File: src/rtl/instruction_encoder.sv
// RV32 instruction-word encoder that streams encoded words into instruction memory.
// Optional macro ENC_RANGE_CHECK_EN rejects immediates that do not fit their format.
module instruction_encoder (
    input  logic        clk_i,
    input  logic        rst_i,
    input  logic        req_valid_i,
    output logic        req_ready_o,
    input  logic [2:0]  fmt_i,
    input  logic [6:0]  opcode_i,
    input  logic [2:0]  funct3_i,
    input  logic [6:0]  funct7_i,
    input  logic [4:0]  rd_i,
    input  logic [4:0]  rs1_i,
    input  logic [4:0]  rs2_i,
    input  logic [31:0] imm_i,
    input  logic        start_i,
    input  logic [31:0] base_addr_i,
    output logic        mem_we_o,
    input  logic        mem_ready_i,
    output logic [31:0] mem_addr_o,
    output logic [31:0] mem_wdata_o,
    output logic [15:0] count_o,
    output logic        err_o,
    output logic        busy_o
);

    typedef enum logic [2:0] {
        FMT_R = 3'd0,
        FMT_I = 3'd1,
        FMT_S = 3'd2,
        FMT_B = 3'd3,
        FMT_U = 3'd4,
        FMT_J = 3'd5
    } fmt_t;

    logic        mem_we;
    logic [31:0] mem_addr;
    logic [31:0] mem_wdata;
    logic [31:0] next_addr;
    logic [15:0] count;
    logic        err;
    // Set when a start_i reloaded the counters while a write was still stalled.
    logic        stale;

    logic        accept;
    logic        complete;
    logic        fmt_legal;
    logic        imm_ok;
    logic        legal;
    logic [31:0] word;
    logic [31:0] cur_next;

    assign complete    = mem_we && mem_ready_i;
    assign req_ready_o = !mem_we || mem_ready_i;
    assign accept      = req_valid_i && req_ready_o;
    assign fmt_legal   = (fmt_i <= 3'd5);

    always_comb begin
        word = 32'd0;
        case (fmt_i)
            FMT_R: word = {funct7_i, rs2_i, rs1_i, funct3_i, rd_i, opcode_i};
            FMT_I: word = {imm_i[11:0], rs1_i, funct3_i, rd_i, opcode_i};
            FMT_S: word = {imm_i[11:5], rs2_i, rs1_i, funct3_i, imm_i[4:0], opcode_i};
            FMT_B: word = {imm_i[12], imm_i[10:5], rs2_i, rs1_i, funct3_i,
                           imm_i[4:1], imm_i[11], opcode_i};
            FMT_U: word = {imm_i[31:12], rd_i, opcode_i};
            FMT_J: word = {imm_i[20], imm_i[10:1], imm_i[11], imm_i[19:12], rd_i, opcode_i};
            default: word = 32'd0;
        endcase
    end

`ifdef ENC_RANGE_CHECK_EN
    // Signed fit: every bit above the sign bit must replicate it.
    always_comb begin
        imm_ok = 1'b1;
        case (fmt_i)
            FMT_I, FMT_S: imm_ok = (imm_i[31:11] == {21{imm_i[11]}});
            FMT_B:        imm_ok = (imm_i[31:12] == {20{imm_i[12]}}) && !imm_i[0];
            FMT_J:        imm_ok = (imm_i[31:20] == {12{imm_i[20]}}) && !imm_i[0];
            FMT_U:        imm_ok = (imm_i[11:0] == 12'd0);
            default:      imm_ok = 1'b1;
        endcase
    end
`else
    assign imm_ok = 1'b1;
`endif

    assign legal = fmt_legal && imm_ok;

    // A write retiring in this same cycle has already advanced the address it hands over.
    assign cur_next = (complete && !stale) ? next_addr + 32'd4 : next_addr;

    always_ff @(posedge clk_i or posedge rst_i) begin
        if (rst_i) begin
            mem_we    <= 1'b0;
            mem_addr  <= 32'd0;
            mem_wdata <= 32'd0;
        end else if (accept) begin
            mem_we <= legal;
            if (legal) begin
                mem_addr  <= start_i ? base_addr_i : cur_next;
                mem_wdata <= word;
            end
        end else if (complete) begin
            mem_we <= 1'b0;
        end
    end

    always_ff @(posedge clk_i or posedge rst_i) begin
        if (rst_i) begin
            next_addr <= 32'd0;
            count     <= 16'd0;
            stale     <= 1'b0;
        end else if (start_i) begin
            next_addr <= base_addr_i;
            count     <= 16'd0;
            stale     <= mem_we && !mem_ready_i;
        end else if (complete) begin
            if (!stale) begin
                next_addr <= next_addr + 32'd4;
                count     <= count + 16'd1;
            end
            stale <= 1'b0;
        end
    end

    // A rejected request in the same cycle as start_i still leaves the flag set.
    always_ff @(posedge clk_i or posedge rst_i) begin
        if (rst_i) begin
            err <= 1'b0;
        end else begin
            err <= (err && !start_i) || (accept && !legal);
        end
    end

    assign mem_we_o    = mem_we;
    assign busy_o      = mem_we;
    assign mem_addr_o  = mem_addr;
    assign mem_wdata_o = mem_wdata;
    assign count_o     = count;
    assign err_o       = err;

endmodule

File: config.mk
export PLATFORM = sky130hd
export DESIGN_NAME = instruction_encoder
export DESIGN_NICKNAME = d
export VERILOG_FILES = /design/src/rtl/instruction_encoder.sv
export SDC_FILE = /design/constraint.sdc
export NUM_CORES = 1
export LEC_CHECK = 0
export BUFFER_PORTS_ARGS = -buffer_cell sky130_fd_sc_hd__buf_2
export CAP_MARGIN = 15
export CORE_MARGIN = 2
export CORE_UTILIZATION = 50
export CTS_CLUSTER_DIAMETER = 120
export DETAILED_ROUTE_END_ITERATION = 16
export PLACE_DENSITY = 0.79
export SLEW_MARGIN = 10
export SYNTH_ARGS = -nofsm -noshare
export SYNTH_HDL_FRONTEND = slang
export SYNTH_SLANG_ARGS = --single-unit
File: constraint.sdc
create_clock -name clk_i -period 6.48 [get_ports clk_i]
set_clock_uncertainty 0.05 [all_clocks]
set_input_delay 1.296 -clock clk_i [delete_from_list [all_inputs] [get_ports clk_i]]
set_output_delay 1.296 -clock clk_i [all_outputs]
set_load 0.03 [all_outputs]
==> metrics.cfg, run 1 <==
[critical_path]
endpoint_kind=register
worstPathRequired_ps=6700
slowest_delay_ps=660
worstSetupPathType=in2reg
cpMaxStageDelayCell=nand3_4
critPathArrivalTime_ps=3630
rr_worst_depth=5
worstPathMaxFanout=77
path_cells=buf_2 > nand2_1 > nand3_4 > buf_4 > or2_2 > o221ai_1
startpoint_type=primary input

[drt]
drc=0
wl_per_cell_microns=15.8
vias=4954
first_pass_iters=5
vias_per_cell=5.47
ant_nets=0
finalWirelength_microns=14300
initialDrtViolationCount=358

[floorplan]
die-area_sq_um=12200
placementRows=38
ios=188
die_height_microns=111
initial_core_util_pct=51.9
core_area_sq_um=10900
die-width_microns=111

[placed_design]
place.detailed.hpwl_microns=10100
placed_area_sq_um=6700
port-buffer-count=187
gp_congestion=0.836

[sta]
hold_ws_ps=421
slew_headroom_pct=41.4
setup_viol=0
period_needed_ps=3420
layout_worst_path_cycle_share_pct=52.7
maxSlewViolCount=0
setup_tns_ps=0
max_clock_freq_ghz=0.293
rsz0062_at_grt=false
finalHoldViolations=0
worst_pin_slew_ps=879

[clock_network]
cts_buffers=17
post_cts_buffers=0
cts.sinks=115
htreeDepth=4
clk_pin_slew_ps=50
cts.path.max_buffers=2
cts_root_buffer=clkbuf_16
ctsResizeCount=0
cts_tree=done
hold_buffers=0
clock_latency_ps=410

[logic_synthesis]
synth_ff_type=dfrtp_1
synth-edff-count=0
synth.area.mux_share_pct=10.1
syn_area_sq_um=5680
synth_adder_area_share_pct=0.441
avgSynthCellArea_sq_um=9.87
synth_top_family_by_area=simple AND/OR/NAND/NOR gates
yosys_warnings=0
yosys-top-cells-count=dfrtp_1 (115), nand2_1 (83), o21ai_0 (41)
synthTopCellsByArea=dfrtp_1 (51%), nand2_1 (5.5%), mux2i_1 (5.1%)
synth-compound-area-share_pct=11.5
syn_inst=575
syn-num-nets=681
ys_seq_area_share_pct=50.7
yosysUniqueCellTypes=44
synth_top_cell_by_area=dfrtp_1
async_flop_share_pct=100
synthXorXnorAreaFrac_pct=5.25
yosys.area_share.simple_pct=18.2
synth_seq_cells=115
post-synth-top-count-cell=dfrtp_1
netlist.area_leader.share_pct=50.7

[cells_and_area]
area_delta_synth_final_pct=28.5
fin_area_sq_um=7290
diodes=0
nets=858
fill_cells=866
ff_latch_area_sq_um=2880
multiInputGateArea_sq_um=2600
drive_above_1_share_pct=33.6

[power]
cellPowerDensity_nw_per_um2=317
leakagePower_nw=3.57
p_total_w=0.00231
ir_drop_uv=157

[global_routing]
grt_usage_pct=23.9
grt_max_degree=83
grt_pass1_vias=4967
antenna_found_initial=0
grt_overflow=0
grt_pass1_wl_microns=23800

[min_path]
hold_depth=2
hold_path.class=reg2reg

[outcome]
outcome=completed

[job]
maxCapViolCount=0

[metal layers]
layer  GRT usage (%)  part of all wire [%]  up-vias
met1            29.5                    42     2357
met2            40.0                    50      202
li1                -                     -     2370
met3            7.41                   6.9       25
met5               0                     0        -
met4            8.25                   1.8        0
[power breakdown]
group	leakage, nW	total [W]	switching [W]	internal [W]
combinational	1.86	0.000504	0.000334	0.000170
sequential	1.43	0.000884	0.0000652	0.000818
clock	0.285	0.000922	0.000319	0.000603
total	3.57	0.00231	0.000718	0.00159
[flip-flops by register name, summed over array words and instances, names as in the netlist]
| name | count |
|---|---|
| next_addr | 32 |
| count_o | 16 |
| mem_addr_o | 32 |
| stale | 1 |
| busy_o | 1 |
| mem_wdata_o | 32 |
| err_o | 1 |
[per-stage QoR]
step           cells  utilization [%]  setup slack, ps
6_report         905             66.7             3060
5_1_grt          905             66.7             2880
4_1_cts          905             66.7             3060
3_5_place_dp     873             61.3             2620
3_3_place_gp     873             61.3             2750
2_1_floorplan    575                -             2090
[cell type report]
type,instances,area share [%]
well taps,140,2.40
multi-input cells,404,35.6
inverters,23,1.22
clock inverters,9,1.41
repair buffers,191,13.2
flip-flops and latches,115,39.5
clock buffers,23,6.69
[cells in the final DEF (no fill, tap or decap), types with 2 or more instances in the layout]
cell type / instances
buf_2: 187
dfrtp_1: 115
nand2_1: 83
o21ai_0: 41
nor2_1: 33
mux2i_1: 29
a21oi_1: 29
mux2_2: 25
inv_1: 22
xor2_1: 20
nand4_1: 18
nor2b_1: 18
clkbuf_16: 17
nand3_1: 14
xnor2_1: 14
o221ai_1: 13
and3_1: 10
nor3_1: 6
a2bb2oi_1: 6
o31ai_1: 5
nor4_1: 4
or3_1: 4
a221oi_1: 4
clkbuf_8: 4
clkinv_2: 4
buf_4: 4
and2_1: 3
a31o_2: 3
clkinvlp_4: 3
nand3b_1: 2
nand2b_1: 2
or2_2: 2
ha_1: 2
bufinv_16: 2
clkbuf_1: 2
[critical path: cells and delay by family]
kind                   cells  cell delay (ps)
AND/OR/NAND/NOR            3             1220
buffers and inverters      2              910
AO/OA/AOI/OAI              1              180
[logic make-up (layout without fill, tap and decap cells)]
logic type                 Yosys count  in the layout
buffers and inverters               56            246
DFF                                115            115
muxes                               54             54
xor gates and xnor gates            34             34
adders and majority gates            2              2
AOI/OAI and AO/OA                  106            106
and+or+nand+nor                    208            208
[path summary, 6_finish.rpt]
| check | start | to | slack (ps) |
|---|---|---|---|
| max in group asynchronous | rst_i | next_addr[4] | 4250 |
| max | fmt_i[2] | mem_addr_o[29] | 3060 |
| min | mem_wdata_o[30] | mem_wdata_o[30] | 420 |
| min reg2reg | mem_wdata_o[30] | mem_wdata_o[30] | 420 |
| min in group asynchronous | rst_i | mem_wdata_o[15] | 1020 |
| max reg2reg | busy_o | mem_addr_o[29] | 3780 |
(Power assumes the default switching activity.)
==> run 2: changes to the inputs <==
- clock period: 6.48 -> 3.5 ns (I/O delays scaled with it)
==> run 2 against run 1 <==
Against the previous run: power increased by 82%; largest power group is now sequential cells; clock-buffer cell count fell by 1; critical endpoint is now mem_addr_o[23]; core utilization is 0.37 points higher.
==> metrics.cfg, run 2 (synthesis results as in run 1) <==
[clock_network]
cts_buffers=17  ; unchanged
clock_latency_ps=410  ; about the same
hold_buffers=0  ; unchanged
post_cts_buffers=0  ; unchanged
ctsResizeCount=0  ; unchanged
htreeDepth=4  ; unchanged
cts_tree=done
clk_pin_slew_ps=50  ; about the same
cts_root_buffer=clkbuf_16
cts.path.max_buffers=2  ; unchanged
cts.sinks=115  ; unchanged

[cells_and_area]
layout_commonest_cell=buf_2
fin_area_sq_um=7330  ; +0.55%
area_delta_synth_final_pct=29.2
nets=866  ; +0.93%
post-route-util_pct=67.1  ; +0.37 points
drive_above_1_share_pct=34.3  ; +0.69 points
final_cell_mix=buf_2 (187), dfrtp_1 (115), nand2_1 (83)
fin_cells=913  ; +0.88%
diodes=0  ; unchanged

[outcome]
outcome=completed

[global_routing]
grt_max_degree=46  ; -45%
grt_overflow=0  ; unchanged
antenna_found_initial=0  ; unchanged
grt_pass1_vias=4956  ; -0.22%
grt_usage_pct=24.8  ; +0.89 points
grt_pass1_wl_microns=24300  ; +1.9%

[drt]
first_pass_iters=5  ; unchanged
wl_per_cell_microns=16.3  ; +3.1%
drc=0  ; unchanged
initialDrtViolationCount=430  ; +20%
vias=5054  ; +2.0%
finalWirelength_microns=14800  ; +4.0%
vias_per_cell=5.54  ; +1.1%
ant_nets=0  ; unchanged

[critical_path]
endpoint_kind=register
startpoint_type=register
worstPathMaxFanout=8  ; -90%
r2r-start=busy_o
rrSetupSlack_ps=1060  ; -2720 ps
r2r_end=mem_addr_o[23]
rr_worst_depth=5  ; unchanged
worstSetupPathType=reg2reg
worstPathRequired_ps=3710  ; -2990 ps
startpoint=busy_o
critPathArrivalTime_ps=2650  ; -980 ps
crit_end=mem_addr_o[23]

[placed_design]
placed_area_sq_um=6780  ; +1.1%
port-buffer-count=187  ; unchanged
place.detailed.hpwl_microns=10900  ; +8.0%
dp.cells=881  ; +0.92%
gp_congestion=0.835  ; -0.11%

[sta]
slew_headroom_pct=40.2  ; -1.2 points
worst_pin_slew_ps=889  ; +10.4 ps
layout_worst_path_cycle_share_pct=69.8
finalHoldViolations=0  ; unchanged
maxSlewViolCount=0  ; unchanged
rsz0062_at_grt=false
period_needed_ps=2440
setup_tns_ps=0  ; unchanged
max_clock_freq_ghz=0.409
setup_viol=0  ; unchanged

[power]
p_total_w=0.00421  ; +82%
ir_drop_uv=328  ; +110%
cellPowerDensity_nw_per_um2=574  ; +81%
leakagePower_nw=3.60  ; +0.68%

[floorplan]
initial_core_util_pct=51.9  ; unchanged
placementRows=38  ; unchanged
die_height_microns=111  ; unchanged
ios=188  ; unchanged
core_area_sq_um=10900  ; unchanged
die-width_microns=111  ; unchanged
die-area_sq_um=12200  ; unchanged

[min_path]
hold_path.class=in2async

[job]
maxCapViolCount=0  ; unchanged

[run 2: cell types whose count changed in the layout (fill, tap and decap cells not counted)]
cell,before,now
clkinvlp_4,3,4
buf_12,0,1
clkinv_2,4,6
inv_4,1,0
clkbuf_8,4,3
buf_4,4,11
bufinv_16,2,1
[run 2: layer usage]
layer / wire (microns) / global-route usage, % / up-vias
met5: 0 / 0 / -
met3: 1080 / 6.37 / 38
li1: - / - / 2385
met2: 7410 / 41.5 / 244
met4: 349 / 10.1 / 0
met1: 6000 / 30.7 / 2387
[run 2: how the worst min path moves through the flow]
stage,from,endpoint,slack [ps],cells past startpoint
2_1_floorplan,next_addr[0],next_addr[0],420,1
3_3_place_gp,mem_addr_o[21],mem_addr_o[21],410,2
3_5_place_dp,mem_addr_o[19],mem_addr_o[19],420,2
4_1_cts,rst_i,count_o[6],430,2
5_1_grt,mem_addr_o[15],mem_addr_o[15],460,2
6_report,rst_i,count_o[6],410,2
[run 2: worst max-delay path, stage by stage (launching register included)]
cell,delay [ps]
dfrtp_1,470
nand3b_1,270
nor4_1,800
nand3_1,240
xor2_1,290
o221ai_1,170
[run 2: per-stage QoR]
step	hold slack (ps)	setup WS [ps]
2_1_floorplan	419	1260
3_5_place_dp	422	825
5_1_grt	461	908
3_3_place_gp	408	966
4_1_cts	429	1060
6_report	409	1060
[run 2: report_power, final]
| group | internal, W | switching [W] |
|---|---|---|
| logic | 0.000322 | 0.000621 |
| clock network | 0.00102 | 0.000598 |
| registers | 0.00152 | 0.000131 |
[run 2: layout make-up]
class / count / area, sq um
fill: 880 / 3600
sequential: 115 / 2880
multi-input combinational: 404 / 2600
timing repair buffer: 199 / 1040
clock buffer: 22 / 474
tap: 140 / 175
inverter: 23 / 90.1
clock inverter: 10 / 82.6
==> run 3: changes to the inputs <==
- CORE_UTILIZATION: 50 -> 46
- PLACE_DENSITY: 0.79 -> 0.77
- clock period: 3.5 -> 2.2 ns (I/O delays scaled with it)
==> run 3 against run 2 <==
Against the previous run: die area up 8.4%; wire length grew 0.63%; combinational power is 61% higher; first-iteration DRC count is 19% lower; design area is 2.4% higher.
==> metrics.cfg, run 3 (synthesis results as in run 1) <==
[drt]
drc=0  ; unchanged
vias=5059  ; +0.099%
initialDrtViolationCount=347  ; -19%
wl_met3_microns=1140  ; +5.6%
ant_nets=0  ; unchanged
wl_per_cell_microns=16.0  ; -1.3%
wl_met1_microns=6050  ; +0.77%
first_pass_iters=7  ; +2
highest-signal-layer=met4
finalWirelength_microns=14900  ; +0.63%
vias_per_cell=5.43  ; -1.8%
routed-wl-met2_microns=7480  ; +1.0%

[floorplan]
die-width_microns=115  ; +4.1%
placementRows=40  ; +5.3%
core_area_sq_um=12000  ; +9.8%
die_height_microns=115  ; +4.1%
die-area_sq_um=13200  ; +8.4%
initial_core_util_pct=47.3  ; -4.7 points
ios=188  ; unchanged

[critical_path]
critPathArrivalTime_ps=2340  ; -310 ps
worstPathRequired_ps=2500  ; -1210 ps
worstSetupPathType=reg2reg
worstPathMaxFanout=4  ; -4
endpoint_kind=register
startpoint_type=register

[placed_design]
dp.cells=898  ; +1.9%
place.detailed.hpwl_microns=10700  ; -2.4%
place_ws_ps=153  ; -672 ps
port-buffer-count=187  ; unchanged
gp_congestion=0.884  ; +5.8%

[clock_network]
clock_latency_ps=410  ; about the same
cts.sinks=115  ; unchanged
htreeDepth=4  ; unchanged
post_cts_buffers=0  ; unchanged
hold_buffers=1  ; +1
ctsResizeCount=0  ; unchanged
cts_root_buffer=clkbuf_16
cts.path.max_buffers=2  ; unchanged
cts_tree=done
cts_buffers=17  ; unchanged
clk_pin_slew_ps=50  ; about the same

[power]
p_seq_share_pct=37.2  ; -1.9 points
ir_drop_uv=482  ; +47%
p_int_w=0.00481  ; +68%
p_total_w=0.00698  ; +66%
sw_frac_of_total_pct=31.2  ; -0.92 points
clockPowerShare_pct=40.9  ; +2.4 points
leakagePower_nw=3.68  ; +2.3%
cellPowerDensity_nw_per_um2=930  ; +62%
comb_power_share_pct=21.8  ; -0.6 points
p_sw_w=0.00218  ; +61%

[sta]
hold_ws_ps=212  ; -197 ps
worst_pin_slew_ps=678  ; -211 ps
setup_ws_ps=154  ; -902 ps
finalHoldViolations=0  ; unchanged
maxSlewViolCount=0  ; unchanged
rsz0062_at_grt=false
layout_worst_path_cycle_share_pct=93.0  ; +23 points
max_clock_freq_ghz=0.489  ; +19%
slew_headroom_pct=54.7  ; +15 points
period_needed_ps=2050  ; -398 ps
setup_tns_ps=0  ; unchanged
setup_viol=0  ; unchanged

[cells_and_area]
fin_cells=931  ; +2.0%
fill_cells=965  ; +9.7%
layout_commonest_cell=buf_2
diodes=0  ; unchanged
area_delta_synth_final_pct=32.2
final_cell_mix=buf_2 (187), dfrtp_1 (115), nand2_1 (83)
drive_above_1_share_pct=35.2  ; +0.92 points
nets=877  ; +1.3%

[global_routing]
grt_pass1_vias=4988  ; +0.65%
antenna_found_initial=0  ; unchanged
grt_pass1_wl_microns=23700  ; -2.4%
grt_overflow=0  ; unchanged
grt_usage_pct=23.0  ; -1.8 points
grt_max_degree=86  ; +87%

[job]
maxCapViolCount=0  ; unchanged

[outcome]
outcome=completed

[min_path]
hold_path.class=in2reg

==> run 3: changes by cell type in the layout (fill, tap and decap cells not counted) <==
cell           delta
buf_12            +1
buf_4             +9
bufinv_16         +2
clkbuf_1          -1
clkinv_2          -5
clkinv_4          +4
dlygate4sd3_1     +1
==> run 3: final cells by class <==
cell class / instances / area, sq um / share of cell area [%]
timing repair buffer: 210 / 1140 / 15.1
sequential: 115 / 2880 / 38.3
tap: 147 / 184 / 2.45
inverter: 23 / 90.1 / 1.20
clock buffer: 21 / 470 / 6.27
clock inverter: 11 / 153 / 2.03
multi-input combinational: 404 / 2600 / 34.6
==> run 3: stage by stage <==
stage | cell area, sq um | utilization [%]
2_1_floorplan | 5680 | -
3_3_place_gp | 6870 | 57.2
3_5_place_dp | 6870 | 57.2
4_1_cts | 7510 | 62.5
5_1_grt | 7510 | 62.5
6_report | 7510 | 62.5
==> run 3: per-layer routing <==
metal / vias up / GRT usage (%)
li1: 2411 / -
met5: - / 0
met4: 0 / 8.67
met2: 211 / 39.6
met1: 2406 / 26.9
met3: 31 / 7.33
==> run 3: path summary, 6_finish.rpt <==
kind,from,endpoint,slack (ps),depth (start not counted)
max in group asynchronous,rst_i,mem_wdata_o[6],1030,4
worst min-delay path,mem_ready_i,stale,210,2
worst min register to register,mem_addr_o[19],mem_addr_o[19],420,2
min in group asynchronous,rst_i,next_addr[1],420,3
worst max register to register,next_addr[2],mem_addr_o[18],150,6
worst max-delay path,next_addr[2],mem_addr_o[18],150,6
==> run 3: critical path: stages, from the launching register on <==
cell and delay, ps:
dfrtp_1 410, ha_1 190, nand4b_1 140, or4_4 460, or4_1 480, nand3_1 110
mux2_2 150
==> run 3: power by group through the flow <==
stage                     Sequential (W)  Combinational [W]  Clock [W]
final                            0.00260            0.00152    0.00286
after global routing             0.00264            0.00165    0.00301
after CTS                        0.00260            0.00154    0.00291
after detailed placement         0.00263            0.00153          0
after global placement           0.00261            0.00150          0
after floorplan                  0.00307           0.000541          0
